==> src/rtl/irq_hub.sv <==
// irq_hub: timer/external interrupt hub with lowest-index grant and CPU ack.
// Define IRQ_HUB_OVERRUN_EN to add per-channel overrun flags at addr NUM_CH+2.
module irq_hub #(
  parameter int NUM_CH = 4,
  parameter int CNT_W = 16,
  parameter logic [7:0] TIMER_MASK = 8'h01,
  parameter int RESET_LIMIT = 100
) (
  input  logic              clk,
  input  logic              rstn,
  input  logic [NUM_CH-1:0] ext_src,
  input  logic              cfg_we,
  input  logic [3:0]        cfg_addr,
  input  logic [31:0]       cfg_wdata,
  output logic [31:0]       cfg_rdata,
  output logic              irq,
  output logic [2:0]        irq_id,
  input  logic              irq_ack
);
  localparam logic [NUM_CH-1:0] TMASK = TIMER_MASK[NUM_CH-1:0];
  localparam logic [3:0] A_PEND = 4'(NUM_CH + 1);
  logic [NUM_CH-1:0] en_q, en_d, pend_q, pend_d, s1_q, s2_q, prev_q, evt, gnt;
  logic [CNT_W-1:0] lim_q [NUM_CH];
  logic [CNT_W-1:0] lim_d [NUM_CH];
  logic [CNT_W-1:0] cnt_q [NUM_CH];
  logic [CNT_W-1:0] cnt_d [NUM_CH];
  logic unused;
  assign unused = ^cfg_wdata;
`ifdef IRQ_HUB_OVERRUN_EN
  localparam logic [3:0] A_OVR = 4'(NUM_CH + 2);
  logic [NUM_CH-1:0] ovr_q, ovr_d;
`endif
  always_comb begin
    en_d = en_q;
    lim_d = lim_q;
    cnt_d = cnt_q;
    evt = '0;
    gnt = '0;
    irq_id = '0;
    cfg_rdata = '0;
    // descending scan so the lowest pending+enabled channel is left as the grant
    for (int i = NUM_CH - 1; i >= 0; i--)
      if (pend_q[i] && en_q[i]) begin
        gnt = '0;
        gnt[i] = 1'b1;
        irq_id = 3'(i);
      end
    irq = |gnt;
    for (int i = 0; i < NUM_CH; i++) begin
      evt[i] = TMASK[i] ? (en_q[i] && lim_q[i] != '0 && cnt_q[i] == lim_q[i] - 1'b1)
                        : (s2_q[i] && !prev_q[i]);
      cnt_d[i] = (!TMASK[i] || !en_q[i] || lim_q[i] == '0 || evt[i]) ? '0 : cnt_q[i] + 1'b1;
      if (cfg_we && cfg_addr == 4'(i + 1)) begin
        lim_d[i] = cfg_wdata[CNT_W-1:0];
        cnt_d[i] = '0;
      end
      if (cfg_addr == 4'(i + 1)) cfg_rdata = 32'(lim_q[i]);
    end
    if (cfg_we && cfg_addr == 4'd0) en_d = cfg_wdata[NUM_CH-1:0];
    // a new event on the acked channel wins over the clear
    pend_d = (pend_q & ~(irq_ack ? gnt : '0)) | evt;
    if (cfg_addr == 4'd0) cfg_rdata = 32'(en_q);
    if (cfg_addr == A_PEND) cfg_rdata = 32'(pend_q);
`ifdef IRQ_HUB_OVERRUN_EN
    ovr_d = (cfg_we && cfg_addr == A_OVR) ? ovr_q & ~cfg_wdata[NUM_CH-1:0] : ovr_q;
    ovr_d = ovr_d | (evt & pend_q);
    if (cfg_addr == A_OVR) cfg_rdata = 32'(ovr_q);
`endif
  end
  always_ff @(posedge clk or negedge rstn) begin
    if (!rstn) begin
      en_q <= '1;
      pend_q <= '0;
      s1_q <= '0;
      s2_q <= '0;
      prev_q <= '0;
      lim_q <= '{default: CNT_W'(RESET_LIMIT)};
      cnt_q <= '{default: '0};
`ifdef IRQ_HUB_OVERRUN_EN
      ovr_q <= '0;
`endif
    end else begin
      en_q <= en_d;
      pend_q <= pend_d;
      s1_q <= ext_src;
      s2_q <= s1_q;
      prev_q <= s2_q;
      lim_q <= lim_d;
      cnt_q <= cnt_d;
`ifdef IRQ_HUB_OVERRUN_EN
      ovr_q <= ovr_d;
`endif
    end
  end
endmodule

==> config.mk <==
export PLATFORM = sky130hd
export DESIGN_NAME = irq_hub
export DESIGN_NICKNAME = d
export VERILOG_FILES = /design/src/rtl/irq_hub.sv
export SDC_FILE = /design/constraint.sdc
export NUM_CORES = 1
export LEC_CHECK = 0
export BUFFER_PORTS_ARGS = -buffer_cell sky130_fd_sc_hd__buf_2
export CORE_MARGIN = 2
export CORE_UTILIZATION = 57
export CTS_CLUSTER_DIAMETER = 30
export DETAILED_ROUTE_END_ITERATION = 7
export MAX_ROUTING_LAYER = met4
export PLACE_DENSITY = 0.8
export SYNTH_ARGS = -nofsm -noshare
export SYNTH_HDL_FRONTEND = slang
export SYNTH_SLANG_ARGS = --single-unit
==> constraint.sdc <==
create_clock -name clk -period 3.5 [get_ports clk]
set_input_delay 0.525 -clock clk [delete_from_list [all_inputs] [get_ports clk]]
set_output_delay 0.525 -clock clk [all_outputs]
set_load 0.1 [all_outputs]
==> results.rst <==
.. list-table::
   :header-rows: 1

   * - Metric
     - Value
   * - Run status
     - finished, final reports clean
   * - Routability congestion estimate
     - 0.870
   * - Logic pwr share
     - 28.4%
   * - Critical Path Start
     - lim_q[48]$_DFFE_PN0P_
   * - Maximum level of the CTS H-tree
     - 3
   * - Average cell area after synthesis
     - 10.8 um2
   * - Number of warnings issued by yosys
     - 0
   * - Initial antenna violation count
     - 0
   * - DRC violations left
     - 0
   * - Detailed-route vias per instance
     - 5.80
   * - Final worst setup slack
     - 713 ps
   * - Remaining number of nets flagged by the antenna check after routing
     - 0
   * - Power per standard cell area
     - 589 mW/mm2
   * - Part of the power in the clock network
     - approximately a quarter
   * - Largest voltage drop on the vdd net
     - 0.000353 V
   * - Portion of synthesized cell area occupied by the leading cell type
     - roughly 40%
   * - Clock tree from TritonCTS
     - built
   * - CP Launch Type
     - flip-flop
   * - Clock transition time at the flip-flop clock pins of the worst setup and hold paths
     - between 100 and 150 ps
   * - Maximum buffer depth of the clock tree
     - 2
   * - Worst-path cell with the longest stage delay
     - sky130_fd_sc_hd__or3b_2
   * - CTS buffer count
     - 9
   * - Area of the mapped netlist
     - 0.00505 mm2
   * - GR Overflow Total
     - 0
   * - Post-synthesis compound-gate area fraction
     - 7.80%
   * - Net count of the finished layout
     - 555
   * - Transition time at the pin with the least slew margin
     - between 900 and 1000 ps
   * - Type of the worst min-delay path
     - in2async
   * - Summed negative setup slack over all endpoints
     - 0 ps
   * - CTS Hold Bufs
     - 0
   * - Multiplexer share of the synthesized area
     - 16.8%
   * - Max stage delay on crit path
     - 510 ps
   * - Part of the Yosys area used for sequential elements
     - 48.4%
   * - Insertion delay of the later-clocked pin in the worst-skew pair
     - 370 ps
   * - Number of buffer and inverter instances along the worst setup path
     - 2
   * - Area added between synthesis and finish
     - 9.83%
   * - Static leakage power
     - about 2.5 nW
   * - Adder-cell share of the synthesized area
     - 0.743%
   * - Filler cell count
     - between 700 and 800
   * - Cell class contributing the biggest share of worst-path delay
     - simple AND/OR/NAND/NOR gates
   * - Number of cells in the finished layout apart from fillers
     - just over 600
   * - Async set-or-reset flop fraction in the synthesized netlist
     - 100%
   * - Setup Buffers After CTS
     - 0
   * - Setup repair after global routing missed its margin
     - false
   * - #FFs+latches synth
     - 97
   * - GRT Total Usage
     - between 20% and 30%
   * - Multi-input gate area
     - ~0.0024 mm2
   * - Die outline height
     - 98.2 um
   * - Number of endpoints with negative hold slack in the final report
     - 0
   * - Shortest period the worst path allows
     - 2790 ps
   * - WL final
     - 10.5 mm
   * - Post-synthesis share of cell area spent on and, or, nand and nor gates
     - 14.4%
   * - Share of total power in sequential cells
     - between 40% and 50%
   * - Type of the worst setup path
     - reg2reg
   * - CP Max Fanout
     - 17
   * - Number of optimization iterations in the first detailed-route pass
     - 5
   * - Most instantiated flip-flop cell in the synthesis netlist
     - sky130_fd_sc_hd__dfrtp_1
   * - Number of flops mapped to enable cells by yosys
     - 0
   * - Number of placement rows
     - 34
   * - Maximum number of pins on one net before global-route repair
     - 68
   * - Final-report setup violation count
     - 0
   * - Post-Syn Instances
     - 468
   * - Clock Tree Root
     - sky130_fd_sc_hd__clkbuf_8
   * - Horizontal die dimension
     - 98.2 um
   * - Top area cells in the synthesized netlist
     - sky130_fd_sc_hd__dfrtp_1 (40%), sky130_fd_sc_hd__mux2_2 (16%), sky130_fd_sc_hd__dfstp_2 (8.3%), sky130_fd_sc_hd__nand2_1 (4.2%), sky130_fd_sc_hd__o21ai_0 (3.4%)
   * - Core region area
     - approximately 0.0087 mm2
   * - DRC marker count from the first detailed-route iteration
     - about 170
   * - Via count
     - 3601
   * - Clock sink count
     - just under 100
   * - Slew Limit Headroom
     - 39.1%
   * - Crit path DAT
     - roughly 3000 ps
   * - Final clock skew
     - between 15 and 20 ps
   * - Crit-path cells
     - inv_1 > ha_1 > or3b_2 > and2_1 > o32ai_1 > nand4_1 > nor4_4 > buf_4 > nor3_1
   * - Share of post-route cells with drive strength above 1
     - 32.7%
   * - Starting utilization of the core area
     - between 50% and 60%
   * - Maximum clock frequency
     - 359 MHz
   * - Area share of xor/xnor cells in the synthesized design
     - 6.34%
   * - Area enclosed by the die boundary
     - around 0.0096 mm2
   * - Data required, critical path
     - 3740 ps
   * - WL/cell
     - approximately 17 um
   * - Unique cell type count in the Yosys netlist
     - 54
   * - Count of boundary I/O pins
     - 80
   * - Pre-CTS WS
     - 724 ps
   * - Number of antenna cells inserted
     - 0
   * - Count of input and output buffers
     - 45
   * - Cell Int Power
     - roughly 2.0 mW
   * - Cts repair resizes
     - 0
   * - Number of instances in the placed design
     - approximately 610
   * - Power dissipated by switching net loads
     - about 1.2 mW
   * - Global-route wire length before repair
     - 17.6 mm
   * - Largest family of logic cells by synthesized area
     - multiplexers
   * - Register area
     - approximately 0.0024 mm2
   * - Crit end category
     - flip-flop
   * - Via count of the first global-routing pass
     - 3484
   * - Number of max-slew violations in the final report
     - 0
   * - Critical register-to-register path startpoint
     - lim_q[48]$_DFFE_PN0P_
   * - Switch share
     - 37.4%
   * - Library cell occupying the most area in the post-synthesis netlist
     - sky130_fd_sc_hd__dfrtp_1
   * - Max cap viols
     - 0
   * - HPWL after DPL
     - roughly 7.3 mm
   * - Final clock period utilization by the worst path
     - around four fifths
## cells by family (layout without fill, tap and decap cells)
group,Yosys count,after routing
flip-flops,97,97
multiplexers,76,76
adder cells (fa/ha/maj),3,3
XOR/XNOR,35,35
AND/OR/NAND/NOR,142,142
buffers and inverters,51,80
AO/OA/AOI/OAI,63,63
other,1,17
## routing by layer
layer | share of wire, % | GRT usage [%]
met5 | 0 | -
met4 | 2.0 | 8.22
met3 | 4.0 | 3.08
met2 | 49 | 36.2
met1 | 45 | 32.8
## placed cells by master (no fill, tap or decap), types with 2 or more instances in the layout
master / synthesis / layout
sky130_fd_sc_hd__mux2i_1: 4 / 4
sky130_fd_sc_hd__inv_8: 0 / 2
sky130_fd_sc_hd__dfstp_2: 16 / 16
sky130_fd_sc_hd__clkinv_4: 0 / 2
sky130_fd_sc_hd__a21boi_0: 2 / 2
sky130_fd_sc_hd__dfrtp_1: 81 / 81
sky130_fd_sc_hd__nand4_1: 4 / 4
sky130_fd_sc_hd__conb_1: 1 / 17
sky130_fd_sc_hd__clkbuf_8: 0 / 9
sky130_fd_sc_hd__a31oi_1: 4 / 4
sky130_fd_sc_hd__a222oi_1: 2 / 2
sky130_fd_sc_hd__nand2b_1: 2 / 2
sky130_fd_sc_hd__nor4_1: 2 / 2
sky130_fd_sc_hd__o211ai_1: 2 / 2
sky130_fd_sc_hd__nor4_4: 2 / 2
sky130_fd_sc_hd__a221oi_1: 2 / 2
sky130_fd_sc_hd__nand2_1: 57 / 57
sky130_fd_sc_hd__o21ai_0: 34 / 30
sky130_fd_sc_hd__and2_1: 4 / 4
sky130_fd_sc_hd__buf_2: 0 / 43
sky130_fd_sc_hd__o21ai_1: 0 / 4
sky130_fd_sc_hd__nand3_1: 18 / 18
sky130_fd_sc_hd__and3_1: 4 / 4
sky130_fd_sc_hd__a21oi_1: 4 / 2
sky130_fd_sc_hd__nor3_1: 22 / 22
sky130_fd_sc_hd__nor2b_1: 2 / 2
sky130_fd_sc_hd__nor2_1: 13 / 13
sky130_fd_sc_hd__xor2_1: 15 / 15
sky130_fd_sc_hd__mux2_2: 72 / 72
sky130_fd_sc_hd__buf_4: 18 / 9
sky130_fd_sc_hd__xnor2_1: 19 / 19
sky130_fd_sc_hd__nor3b_2: 2 / 3
sky130_fd_sc_hd__ha_1: 3 / 3
sky130_fd_sc_hd__a21oi_2: 0 / 2
sky130_fd_sc_hd__o2111ai_1: 2 / 2
sky130_fd_sc_hd__inv_1: 11 / 11
## power groups by stage
stage | combinational, mW | sequential, mW | clock [mW]
floorplan | 0.824 | 1.48 | 0
global placement | 0.901 | 1.55 | 0
detailed placement | 0.928 | 1.56 | 0
CTS | 0.931 | 1.54 | 0.802
global route | 0.998 | 1.58 | 0.851
finish | 0.929 | 1.55 | 0.796
## metrics by stage
stage	hold slack, ps	total power [mW]	area [um2]	util [%]
floorplan	229	2.31	5120	-
global placement	334	2.45	5330	61.4
detailed placement	338	2.49	5330	61.4
CTS	249	3.28	5550	64.0
global route	239	3.43	5550	64.0
finish	220	3.27	5550	64.0
## registers in the layout, indices dropped and copies added (netlist names)
signal and count:
lim_q 64, prev_q 3, en_q 4, pend_q 4
cnt_q 16, s1_q 3, s2_q 3
## cell type report
cell class	count	area share (%)
repair buffers	53	5.46
flip-flops and latches	97	44.1
clock inverters	7	1.71
clock buffers	9	2.23
multi-input cells	336	43.3
inverters	11	0.744
well taps	108	2.43
## worst paths after layout
| check | slack (ps) | end | cells after the start |
|---|---|---|---|
| hold / removal | 220 | cnt_q[60]$_DFF_PN0_ | 1 |
| hold reg to reg | 360 | s2_q[1]$_DFF_PN0_ | 0 |
| setup reg to reg | 710 | cnt_q[54]$_DFF_PN0_ | 9 |
| max in group asynchronous | 2440 | lim_q[50]$_DFFE_PN1P_ | 2 |
| setup / recovery | 710 | cnt_q[54]$_DFF_PN0_ | 9 |
| min in group clk | 260 | s1_q[1]$_DFF_PN0_ | 1 |
## cells in the mapped netlist, types with 3 or more instances
cell	n
sky130_fd_sc_hd__a21oi_1	4
sky130_fd_sc_hd__a31oi_1	4
sky130_fd_sc_hd__and2_1	4
sky130_fd_sc_hd__and3_1	4
sky130_fd_sc_hd__buf_4	18
sky130_fd_sc_hd__clkbuf_1	18
sky130_fd_sc_hd__dfrtp_1	81
sky130_fd_sc_hd__dfstp_2	16
sky130_fd_sc_hd__ha_1	3
sky130_fd_sc_hd__inv_1	11
sky130_fd_sc_hd__mux2_2	72
sky130_fd_sc_hd__mux2i_1	4
sky130_fd_sc_hd__nand2_1	57
sky130_fd_sc_hd__nand3_1	18
sky130_fd_sc_hd__nand4_1	4
sky130_fd_sc_hd__nor2_1	13
sky130_fd_sc_hd__nor3_1	22
sky130_fd_sc_hd__o21ai_0	34
sky130_fd_sc_hd__xnor2_1	19
sky130_fd_sc_hd__xor2_1	15
(Power assumes the default switching activity.)
